**src/rtl/fixed_point_div_sequencer.sv**
```systemverilog
// rtl/fixed_point_div_sequencer.sv - operand/handshake sequencer around an iterative fixed-point divider
//
// Accepts a dividend/divisor pair, pulses the divider load and start strobes,
// waits ITER iteration cycles, captures quotient/overflow and holds them until
// the consumer takes the result.
//
// Ports:
//   clk, rst                  clock, asynchronous active-low reset
//   in_valid/in_ready/in_a/in_b  operand pair input handshake
//   dv_ld_a/dv_ld_b/dv_start  one-cycle strobes to the divider
//   dv_a/dv_b                 operands driven to the divider
//   dv_q/dv_ov                divider quotient and overflow flag
//   out_valid/out_ready       result handshake
//   out_q/out_ov/out_dz       captured quotient, overflow, divide-by-zero flag
//   busy                      high whenever the sequencer is not idle
//
// Optional feature: define DIV_ZERO_BYPASS_EN to short-circuit a zero divisor
// straight to the result state with a saturated quotient.
module fixed_point_div_sequencer #(
  parameter int ITER = 14
) (
  input  logic       clk,
  input  logic       rst,
  input  logic       in_valid,
  output logic       in_ready,
  input  logic [9:0] in_a,
  input  logic [9:0] in_b,
  output logic       dv_ld_a,
  output logic       dv_ld_b,
  output logic       dv_start,
  output logic [9:0] dv_a,
  output logic [9:0] dv_b,
  input  logic [9:0] dv_q,
  input  logic       dv_ov,
  output logic       out_valid,
  input  logic       out_ready,
  output logic [9:0] out_q,
  output logic       out_ov,
  output logic       out_dz,
  output logic       busy
);

  typedef enum logic [2:0] {IDLE, LOAD, START, RUN, DONE} state_t;

  localparam logic [3:0] LAST = 4'(ITER - 1);

  state_t     r_state;
  logic [3:0] r_cnt;
  logic [9:0] r_a;
  logic [9:0] r_b;
  logic [9:0] r_q;
  logic       r_ov;
  logic       r_ld;
  logic       r_start;
  logic       r_out_valid;
  logic       r_busy;
  logic       r_in_ready;
`ifdef DIV_ZERO_BYPASS_EN
  logic       r_dz;
`endif

  // All outputs come straight from registers that are updated together with
  // the state, so each strobe lines up exactly with its state.
  always_ff @(posedge clk or negedge rst) begin
    if (!rst) begin
      r_state     <= IDLE;
      r_cnt       <= 4'd0;
      r_a         <= 10'd0;
      r_b         <= 10'd0;
      r_q         <= 10'd0;
      r_ov        <= 1'b0;
      r_ld        <= 1'b0;
      r_start     <= 1'b0;
      r_out_valid <= 1'b0;
      r_busy      <= 1'b0;
      r_in_ready  <= 1'b0;
`ifdef DIV_ZERO_BYPASS_EN
      r_dz        <= 1'b0;
`endif
    end else begin
      case (r_state)
        IDLE: begin
          if (in_valid && r_in_ready) begin
            r_a        <= in_a;
            r_b        <= in_b;
            r_in_ready <= 1'b0;
            r_busy     <= 1'b1;
`ifdef DIV_ZERO_BYPASS_EN
            if (in_b == 10'd0) begin
              // Zero divisor: the divider is never touched.
              r_state     <= DONE;
              r_q         <= 10'h3FF;
              r_ov        <= 1'b1;
              r_dz        <= 1'b1;
              r_out_valid <= 1'b1;
            end else begin
              r_state <= LOAD;
              r_ld    <= 1'b1;
            end
`else
            r_state <= LOAD;
            r_ld    <= 1'b1;
`endif
          end else begin
            // Also raises in_ready on the first cycle out of reset.
            r_in_ready <= 1'b1;
          end
        end
        LOAD: begin
          r_ld    <= 1'b0;
          r_start <= 1'b1;
          r_state <= START;
        end
        START: begin
          r_start <= 1'b0;
          r_cnt   <= 4'd0;
          r_state <= RUN;
        end
        RUN: begin
          r_cnt <= r_cnt + 4'd1;
          if (r_cnt == LAST) begin
            r_q         <= dv_q;
            r_ov        <= dv_ov;
`ifdef DIV_ZERO_BYPASS_EN
            r_dz        <= 1'b0;
`endif
            r_out_valid <= 1'b1;
            r_state     <= DONE;
          end
        end
        DONE: begin
          if (out_ready) begin
            r_out_valid <= 1'b0;
            r_busy      <= 1'b0;
            r_in_ready  <= 1'b1;
            r_state     <= IDLE;
          end
        end
        default: r_state <= IDLE;
      endcase
    end
  end

  assign in_ready  = r_in_ready;
  assign dv_ld_a   = r_ld;
  assign dv_ld_b   = r_ld;
  assign dv_start  = r_start;
  assign dv_a      = r_a;
  assign dv_b      = r_b;
  assign out_valid = r_out_valid;
  assign out_q     = r_q;
  assign out_ov    = r_ov;
  assign busy      = r_busy;
`ifdef DIV_ZERO_BYPASS_EN
  assign out_dz    = r_dz;
`else
  assign out_dz    = 1'b0;
`endif

endmodule
```
**config.mk**
```make
export PLATFORM = sky130hd
export DESIGN_NAME = fixed_point_div_sequencer
export DESIGN_NICKNAME = d
export VERILOG_FILES = /design/src/rtl/fixed_point_div_sequencer.sv
export SDC_FILE = /design/constraint.sdc
export NUM_CORES = 1
export LEC_CHECK = 0
export ABC_AREA = 1
export CORE_MARGIN = 2
export CORE_UTILIZATION = 42
export DETAILED_ROUTE_END_ITERATION = 10
export PLACE_DENSITY = 0.79
export RECOVER_POWER = 50
export SETUP_SLACK_MARGIN = 0.02
export SLEW_MARGIN = 20
export SYNTH_ARGS = -nofsm -noshare
export SYNTH_HDL_FRONTEND = slang
export SYNTH_SLANG_ARGS = --single-unit
export TNS_END_PERCENT = 1
```
**constraint.sdc**
```tcl
create_clock -name clk -period 1.6 [get_ports clk]
set_input_delay 0.32 -clock clk [delete_from_list [all_inputs] [get_ports clk]]
set_output_delay 0.32 -clock clk [all_outputs]
set_load 0.01 [all_outputs]
```
==> flow_summary.ini, run 1 <==
[worst_setup_path]
crit_family = buffers and inverters
crit_buf_inv = 1
critical_path.max_fanout = 2
reg2reg_from = r_state[1]$_DFFE_PN0P_
r2r_setup_slack_ns = 0.18
worstRegToRegCells = 5
crit_slowest_cell = clkdlybuf4s50_1
critPathKind = flip-flop to output port
cp.arrival_ns = 1.22
max_stage_delay_ns = 0.55
critPathLaunchType = flip-flop
r2r_end = dv_a[1]$_DFFE_PN0P_
cp-end-kind = output port
path_cells = clkdlybuf4s50_1
cp.required_ns = 1.28

[pwr]
irDropWorstVdd_mv = 0.800
p_per_area_nw_per_um2 = 1480
leakage_nw = 1.27

[global_route]
grt_pass1_vias = 1421
track_usage_pct = 18.2
met1_usage_pct = 22.8
met2_usage_pct = 28.2
overflow = 0
antenna_found_initial = 0
grt_max_degree = 22
use_met3_pct = 7.31
grt_pass1_wl_um = 6250
grt-busiest-layer = met2

[synth]
syn_nets = 238
synth_compound_area_share_pct = 2.05
ys_warn_count = 0
ys_ff_latch = 43
synth_top_area_share_pct = 60.6
synth_top_area_cell = dfrtp_1
synth_top_family_by_area = simple AND/OR/NAND/NOR gates
synth_xor_area_share_pct = 0.494
yosys.area_share.simple_pct = 29.3
synth_cell_types = 19
synth.area.mux_share_pct = 0
syn_area_per_cell_sq_um = 8.83
synth_area_sq_um = 1770
ys_top_cells_by_area = dfrtp_1 (61%), nand2_1 (21%), nand3_1 (5.4%), buf_4 (2.1%), inv_1 (2.1%)
synthAdderAreaFrac_pct = 1.41
synthCells = 201
ys_seq_area_share_pct = 60.6

[timing]
tightest_slew_ns = 0.568
hold_viol = 0
fmax_ghz = 0.650
slew_headroom_pct = 62.1
setup_violations = 0
tns_ns = 0
drv_slew = 0
period_needed_ns = 1.54
rsz0062_at_grt = yes
fin_skew_ns = 0.00733
period_share_pct = 96.2

[worst_hold_path]
hp-class = input pin to asynchronous set/reset pin

[floorplanning]
rows = 23
boundaryPins = 73
dieArea_sq_um = 4760
die_x_um = 69.0
initial_core_util_pct = 44.0
fp.coreArea_sq_um = 4030
die_h_um = 69.0

[drt]
route.final.wire_length_um = 3960
first_pass_iters = 4
vias = 1524
drtIter0Drc = 120
remaining_drc_errors = 0
ant_nets = 0
vias_per_cell = 4.66
routedWlPerCell_um = 12.1

[layout]
fin_util_pct = 64.1
layout.nets = 313
drive_above_1_share_pct = 5.05
num_antenna_cells = 0
area_delta_synth_final_pct = 45.6

[run]
drv_cap = 0

[clock_tree]
htree_levels = 2
cts_setup_buffers = 0
tritoncts = yes
cts_buffers = 5
clkSinkCount = 43
clk_path_buf_depth = 2
cts.clk_slew.worst_paths_ns = 0.08
clock_latency_ns = 0.30
cts-root-buf = clkbuf_8

[place]
io_buffer_count = 71
dpl.hpwl_um = 2920
place_congestion = 0.795

[outcome]
status = finished, final reports clean
[stage by stage]
stage	area, sq um	power, W	setup WS, ns	cells	hold WS [ns]
after floorplan	1770	0.00240	0.435	201	0.0244
after global placement	2520	0.00319	0.123	318	0.252
after detailed placement	2520	0.00325	0.0580	318	0.254
after CTS	2610	0.00393	0.0454	327	0.478
after global routing	2580	0.00412	0.0108	327	0.498
final	2580	0.00383	0.0607	327	0.472
[cell usage after synthesis]
cell type and number:
xnor2_1 1, dfrtp_1 43, o21ai_0 3, a21oi_1 3, buf_4 5, buf_6 1
conb_1 1, o22ai_1 1, nand2_2 1, nor2_4 1, inv_1 10, nand4_1 1
nand3_1 19, inv_2 1, nand3_2 1, nand2_1 100, buf_2 3, ha_1 2
nor2_1 4
[layout make-up]
cell class	count	area (sq um)
fillers	345	1450
flip-flops and latches	43	1080
repair buffers	77	736
multi-input cells	138	583
clock buffers	6	72.6
well taps	50	62.6
inverters	11	41.3
clock inverters	2	12.5
[cells in the final DEF, fill, tap and decap left out, types with 2 or more instances in the layout]
cell             netlist  layout
nor2_1                 4       5
clkbuf_1               0       3
o21ai_0                3       3
ha_1                   2       2
clkbuf_8               0       5
a21oi_1                3       3
inv_1                 10      10
clkdlybuf4s50_1        0      69
dfrtp_1               43      43
nand2_1              100     101
nand3_1               19      19
clkbuf_2               0       3
[registers in the layout, indices dropped and copies added, names as in the netlist]
register	flops
out_q	10
out_ov	1
r_cnt	4
dv_ld_a	1
dv_a	10
dv_b	10
dv_start	1
out_valid	1
busy	1
in_ready	1
r_state	3
[what timing repair did]
item / in CTS / in global routing
setup endpoints to repair: 0 / 7
resized for setup: 0 / 1
endpoints found under the hold margin: 15 / 0
hold buffers: 1 / 0
[routing by layer]
layer	part of all wire, %	vias to the layer above
met5	0	-
li1	-	766
met4	1.4	0
met3	7.6	7
met2	47	47
met1	44	704
[worst max-delay path by stage]
stage	from	endpoint	slack, ns	depth (start not counted)
finish	dv_a[2]$_DFFE_PN0P_	dv_a[2]	0.06	1
global route	dv_ld_a$_DFFE_PN0P_	dv_ld_b	0.01	1
CTS	busy$_DFFE_PN0P_	busy	0.05	1
detailed placement	in_valid	dv_b[7]$_DFFE_PN0P_	0.06	7
global placement	in_valid	dv_a[6]$_DFFE_PN0P_	0.12	7
floorplan	r_cnt[1]$_DFFE_PN0P_	out_ov$_DFFE_PN0P_	0.43	8
[cell families (layout without fill, tap and decap cells)]
kind of cell             Yosys count  in the layout
AO/OA/AOI/OAI                      7              7
XOR/XNOR                           1              1
adder cells (fa/ha/maj)            2              2
buffers and inverters             20             96
flip-flops                        43             43
other                              1              1
AND/OR/NAND/NOR                  127            127
[power by group]
group	internal [W]	switching, W	leakage [nW]
combinational	0.000780	0.000713	0.734
sequential	0.00143	0.000240	0.492
clock	0.000305	0.000359	0.0412
total	0.00252	0.00131	1.27
Note: power is estimated with default switching activity, not from simulation.
==> run 2, diff against run 1 <==
--- a/config.mk
+++ b/config.mk
@@ -11,7 +11,6 @@
 export DETAILED_ROUTE_END_ITERATION = 10
 export PLACE_DENSITY = 0.79
 export RECOVER_POWER = 50
-export SETUP_SLACK_MARGIN = 0.02
 export SLEW_MARGIN = 20
 export SYNTH_ARGS = -nofsm -noshare
 export SYNTH_HDL_FRONTEND = slang
==> run 2 against run 1 <==
Via count about the same. First-iteration DRC count shrank 1.7%. Combinational power hardly changed. Sequential share of layout area down 0.10 points. Sequential power barely moved. Non-clock buffer count is the same. Count of clock-buffer cells in the layout stayed put. Register-to-register slack about the same. Final cell count is the same. Maximum frequency is essentially flat. Utilization increased by 0.16 points. Hold slack about the same. Critical path type unchanged.
==> flow_summary.ini, run 2 (same netlist as run 1, synthesis figures left out) <==
[outcome]
status = finished, final reports clean

[place]
io_buffer_count = 71
placed_cell_area_sq_um = 2520
dpl.hpwl_um = 2920
place_congestion = 0.795
dp_cells = 318

[worst_setup_path]
critPathKind = flip-flop to output port
path_cells = clkdlybuf4s50_1
critical_path.max_fanout = 2
crit_buf_inv = 1
max_stage_delay_ns = 0.55
cp.required_ns = 1.28
crit_family = buffers and inverters
crit_slowest_cell = clkdlybuf4s50_1
cp-end-kind = output port
cp.arrival_ns = 1.22
critPathLaunchType = flip-flop

[drt]
route.final.wire_length_um = 3970
remaining_drc_errors = 0
vias_per_cell = 4.66
drtIter0Drc = 118
routedWlPerCell_um = 12.1
vias = 1525
ant_nets = 0
first_pass_iters = 4

[clock_tree]
tritoncts = yes
cts-root-buf = clkbuf_8
cts_buffers = 5
clkSinkCount = 43
cts.clk_slew.worst_paths_ns = 0.08
clk_path_buf_depth = 2
clock_latency_ns = 0.30
cts_setup_buffers = 0
htree_levels = 2

[global_route]
grt_pass1_vias = 1421
grt_pass1_wl_um = 6250
grt_max_degree = 22
track_usage_pct = 18.2
overflow = 0
antenna_found_initial = 0

[layout]
final_common_cell = nand2_1
num_antenna_cells = 0
layout.nets = 313
area_delta_synth_final_pct = 46.0
seq_area_sq_um = 1080
drive_above_1_share_pct = 5.05
layout_common_cells = nand2_1 (101), clkdlybuf4s50_1 (70), dfrtp_1 (43)
multi_input_area_sq_um = 583
nFillCells = 341
fin_area_sq_um = 2590
fin_cells = 327

[pwr]
leakage_nw = 1.27
irDropWorstVdd_mv = 0.800
p_per_area_nw_per_um2 = 1490

[timing]
setup_violations = 0
fin_skew_ns = 0.00733
drv_slew = 0
tightest_slew_ns = 0.568
rsz0062_at_grt = no
tns_ns = 0
period_needed_ns = 1.54
period_share_pct = 96.2
hold_viol = 0
slew_headroom_pct = 62.1
fmax_ghz = 0.650

[floorplanning]
fp.coreArea_sq_um = 4030
initial_core_util_pct = 44.0
dieArea_sq_um = 4760
die_h_um = 69.0
boundaryPins = 73
rows = 23
die_x_um = 69.0

[run]
drv_cap = 0

[worst_hold_path]
hp-class = input pin to asynchronous set/reset pin
[run 2: final timing paths]
check	start	endpoint	slack [ns]	cells after the start
min reg2reg	out_q[3]$_DFFE_PN0P_	out_q[3]$_DFFE_PN0P_	0.47	2
max reg2reg	r_state[1]$_DFFE_PN0P_	dv_a[1]$_DFFE_PN0P_	0.18	5
min	rst	r_state[1]$_DFFE_PN0P_	0.47	2
max	dv_a[2]$_DFFE_PN0P_	dv_a[2]	0.06	1
max in group asynchronous	rst	busy$_DFFE_PN0P_	0.31	3
min in group clk	out_q[3]$_DFFE_PN0P_	out_q[3]$_DFFE_PN0P_	0.47	2
[run 2: power by group]
| part | switching [W] | internal, W | leakage, nW |
|---|---|---|---|
| logic | 0.000714 | 0.000795 | 0.737 |
| registers | 0.000240 | 0.00143 | 0.492 |
| clock network | 0.000361 | 0.000305 | 0.0412 |
[run 2: final cells by class]
class	instances	share of cell area, %
repair buffers	77	28.6
inverters	11	1.59
well taps	50	2.42
flip-flops and latches	43	41.5
multi-input cells	138	22.5
clock inverters	2	0.483
clock buffers	6	2.80
[run 2: repair_timing]
item,4_1_cts,5_1_grt
endpoints found under the hold margin,15,0
resized for setup,0,0
hold buffers,1,0
setup endpoints to repair,0,0
[run 2: per-stage QoR]
step / power [W] / worst slack [ns] / hold slack [ns] / util [%]
after floorplan: 0.00240 / 0.435 / 0.0244 / -
after global placement: 0.00319 / 0.123 / 0.252 / 62.5
after detailed placement: 0.00325 / 0.0580 / 0.254 / 62.5
after CTS: 0.00393 / 0.0454 / 0.478 / 64.8
after global routing: 0.00414 / 0.000163 / 0.498 / 64.3
final: 0.00385 / 0.0608 / 0.472 / 64.3
[run 2: routing by layer]
| metal | track usage, % | share of wire (%) | up-vias |
|---|---|---|---|
| li1 | - | - | 766 |
| met1 | 22.8 | 44 | 705 |
| met2 | 28.2 | 47 | 47 |
| met3 | 7.31 | 7.7 | 7 |
| met5 | 0 | 0 | - |
| met4 | 6.86 | 1.4 | 0 |
==> run 3, diff against run 2 <==
--- a/config.mk
+++ b/config.mk
@@ -8,8 +8,9 @@
 export ABC_AREA = 1
 export CORE_MARGIN = 2
 export CORE_UTILIZATION = 42
+export CTS_CLUSTER_SIZE = 16
 export DETAILED_ROUTE_END_ITERATION = 10
-export PLACE_DENSITY = 0.79
+export PLACE_DENSITY = 0.75
 export RECOVER_POWER = 50
 export SLEW_MARGIN = 20
 export SYNTH_ARGS = -nofsm -noshare
==> run 3 against run 2 <==
Via count fell by 1.3%. Maximum frequency rose by 0.62%. Final area barely moved. Critical path type unchanged.
==> flow_summary.ini, run 3 (same netlist as run 1, synthesis figures left out) <==
[worst_setup_path]
endpoint = in_ready
critPathKind = flip-flop to output port
r2r_end = dv_a[3]$_DFFE_PN0P_
max_stage_delay_ns = 0.55
critical_path.startpoint = in_ready$_DFFE_PN0P_
crit_buf_inv = 1
cp.arrival_ns = 1.21
crit_slowest_cell = clkdlybuf4s50_1
path_cells = clkdlybuf4s50_1
reg2reg_from = r_state[1]$_DFFE_PN0P_
worstRegToRegCells = 5
crit_family = buffers and inverters
path_depth = 1
cp-end-kind = output port
critPathLaunchType = flip-flop
critical_path.max_fanout = 3
cp.required_ns = 1.28
r2r_setup_slack_ns = 0.18

[worst_hold_path]
hp-class = flip-flop to flip-flop
holdCritStartpoint = out_q[0]$_DFFE_PN0P_

[global_route]
grt_pass1_wl_um = 6200
track_usage_pct = 17.6
antenna_found_initial = 0
overflow = 0
grt_max_degree = 26
grt_pass1_vias = 1396

[timing]
tns_ns = 0
drv_slew = 0
fin_skew_ns = 0.00550
fmax_ghz = 0.654
setup_violations = 0
period_needed_ns = 1.53
rsz0062_at_grt = no
period_share_pct = 95.6
hold_viol = 0

[layout]
layout.nets = 312
final_common_cell = nand2_1
num_antenna_cells = 0
area_delta_synth_final_pct = 46.1
layout_common_cells = nand2_1 (100), clkdlybuf4s50_1 (70), dfrtp_1 (43)
drive_above_1_share_pct = 5.07
fin_cells = 326
nFillCells = 371
fin_area_sq_um = 2590

[drt]
routedWlPerCell_um = 12.0
vias_per_cell = 4.62
route.final.wire_length_um = 3930
remaining_drc_errors = 0
ant_nets = 0
drtIter0Drc = 87
vias = 1505
first_pass_iters = 4

[place]
dpl.hpwl_um = 2880
dp_cells = 317
placed_cell_area_sq_um = 2520
io_buffer_count = 71
place_congestion = 0.806

[clock_tree]
clock_latency_ns = 0.29
tritoncts = yes
clkSinkCount = 43
cts_buffers = 5
htree_levels = 2
cts-root-buf = clkbuf_8
clk_path_buf_depth = 2
cts_setup_buffers = 0
cts.clk_slew.worst_paths_ns = 0.08

[floorplanning]
initial_core_util_pct = 44.0
die_x_um = 69.0
rows = 23
boundaryPins = 73
fp.coreArea_sq_um = 4030
die_h_um = 69.0
dieArea_sq_um = 4760

[run]
drv_cap = 0

[outcome]
status = finished, final reports clean

[pwr]
p_per_area_nw_per_um2 = 1490
irDropWorstVdd_mv = 0.910
leakage_nw = 1.27
-- run 3: what timing repair did --
item,CTS,global route
endpoints found under the hold margin,18,0
hold buffers,1,0
gates resized for setup,0,0
-- run 3: cell type report --
type | count | area, sq um | share of cell area, %
clock buffer | 6 | 72.6 | 2.80
multi-input combinational | 138 | 581 | 22.4
inverter | 11 | 41.3 | 1.59
tap | 50 | 62.6 | 2.41
clock inverter | 2 | 12.5 | 0.483
timing repair buffer | 76 | 746 | 28.8
sequential | 43 | 1080 | 41.5
-- run 3: power by group --
group / internal (W) / switching [W] / total (W)
logic: 0.000805 / 0.000707 / 0.00151
registers: 0.00143 / 0.000240 / 0.00167
clock network: 0.000305 / 0.000360 / 0.000665
-- run 3: worst min-delay path: stages, from the launching register on --
cell and delay, ns:
dfrtp_1 0.35, nand2_1 0.05, nand2_1 0.04
-- run 3: per-layer routing --
layer / global-route usage (%) / part of all wire [%] / vias to the layer above / wire length (um)
met5: 0 / 0 / - / 0
met2: 28.5 / 49 / 39 / 1920
met3: 4.38 / 5.1 / 5 / 201
li1: - / - / 766 / -
met1: 23.2 / 45 / 695 / 1750
met4: 5.88 / 1.3 / 0 / 51
-- run 3: metrics by stage --
| step | hold slack (ns) | total power [W] | setup slack, ns | util [%] |
|---|---|---|---|---|
| global placement | 0.290 | 0.00320 | 0.0703 | 62.6 |
| floorplan | 0.0244 | 0.00240 | 0.435 | - |
| detailed placement | 0.293 | 0.00325 | 0.0112 | 62.6 |
| finish | 0.473 | 0.00385 | 0.0702 | 64.3 |
| CTS | 0.482 | 0.00393 | 0.0579 | 64.9 |
| global route | 0.501 | 0.00415 | 0.0109 | 64.3 |
-- run 3: worst min-delay path by stage --
stage                           end  slack [ns]  cells after the start
4_1_cts          out_ov$_DFFE_PN0P_        0.48                      2
2_1_floorplan      busy$_DFFE_PN0P_        0.02                      0
3_5_place_dp    dv_b[0]$_DFFE_PN0P_        0.29                      1
3_3_place_gp    dv_a[6]$_DFFE_PN0P_        0.29                      1
6_report       out_q[0]$_DFFE_PN0P_        0.47                      2
5_1_grt        out_q[8]$_DFFE_PN0P_        0.50                      2
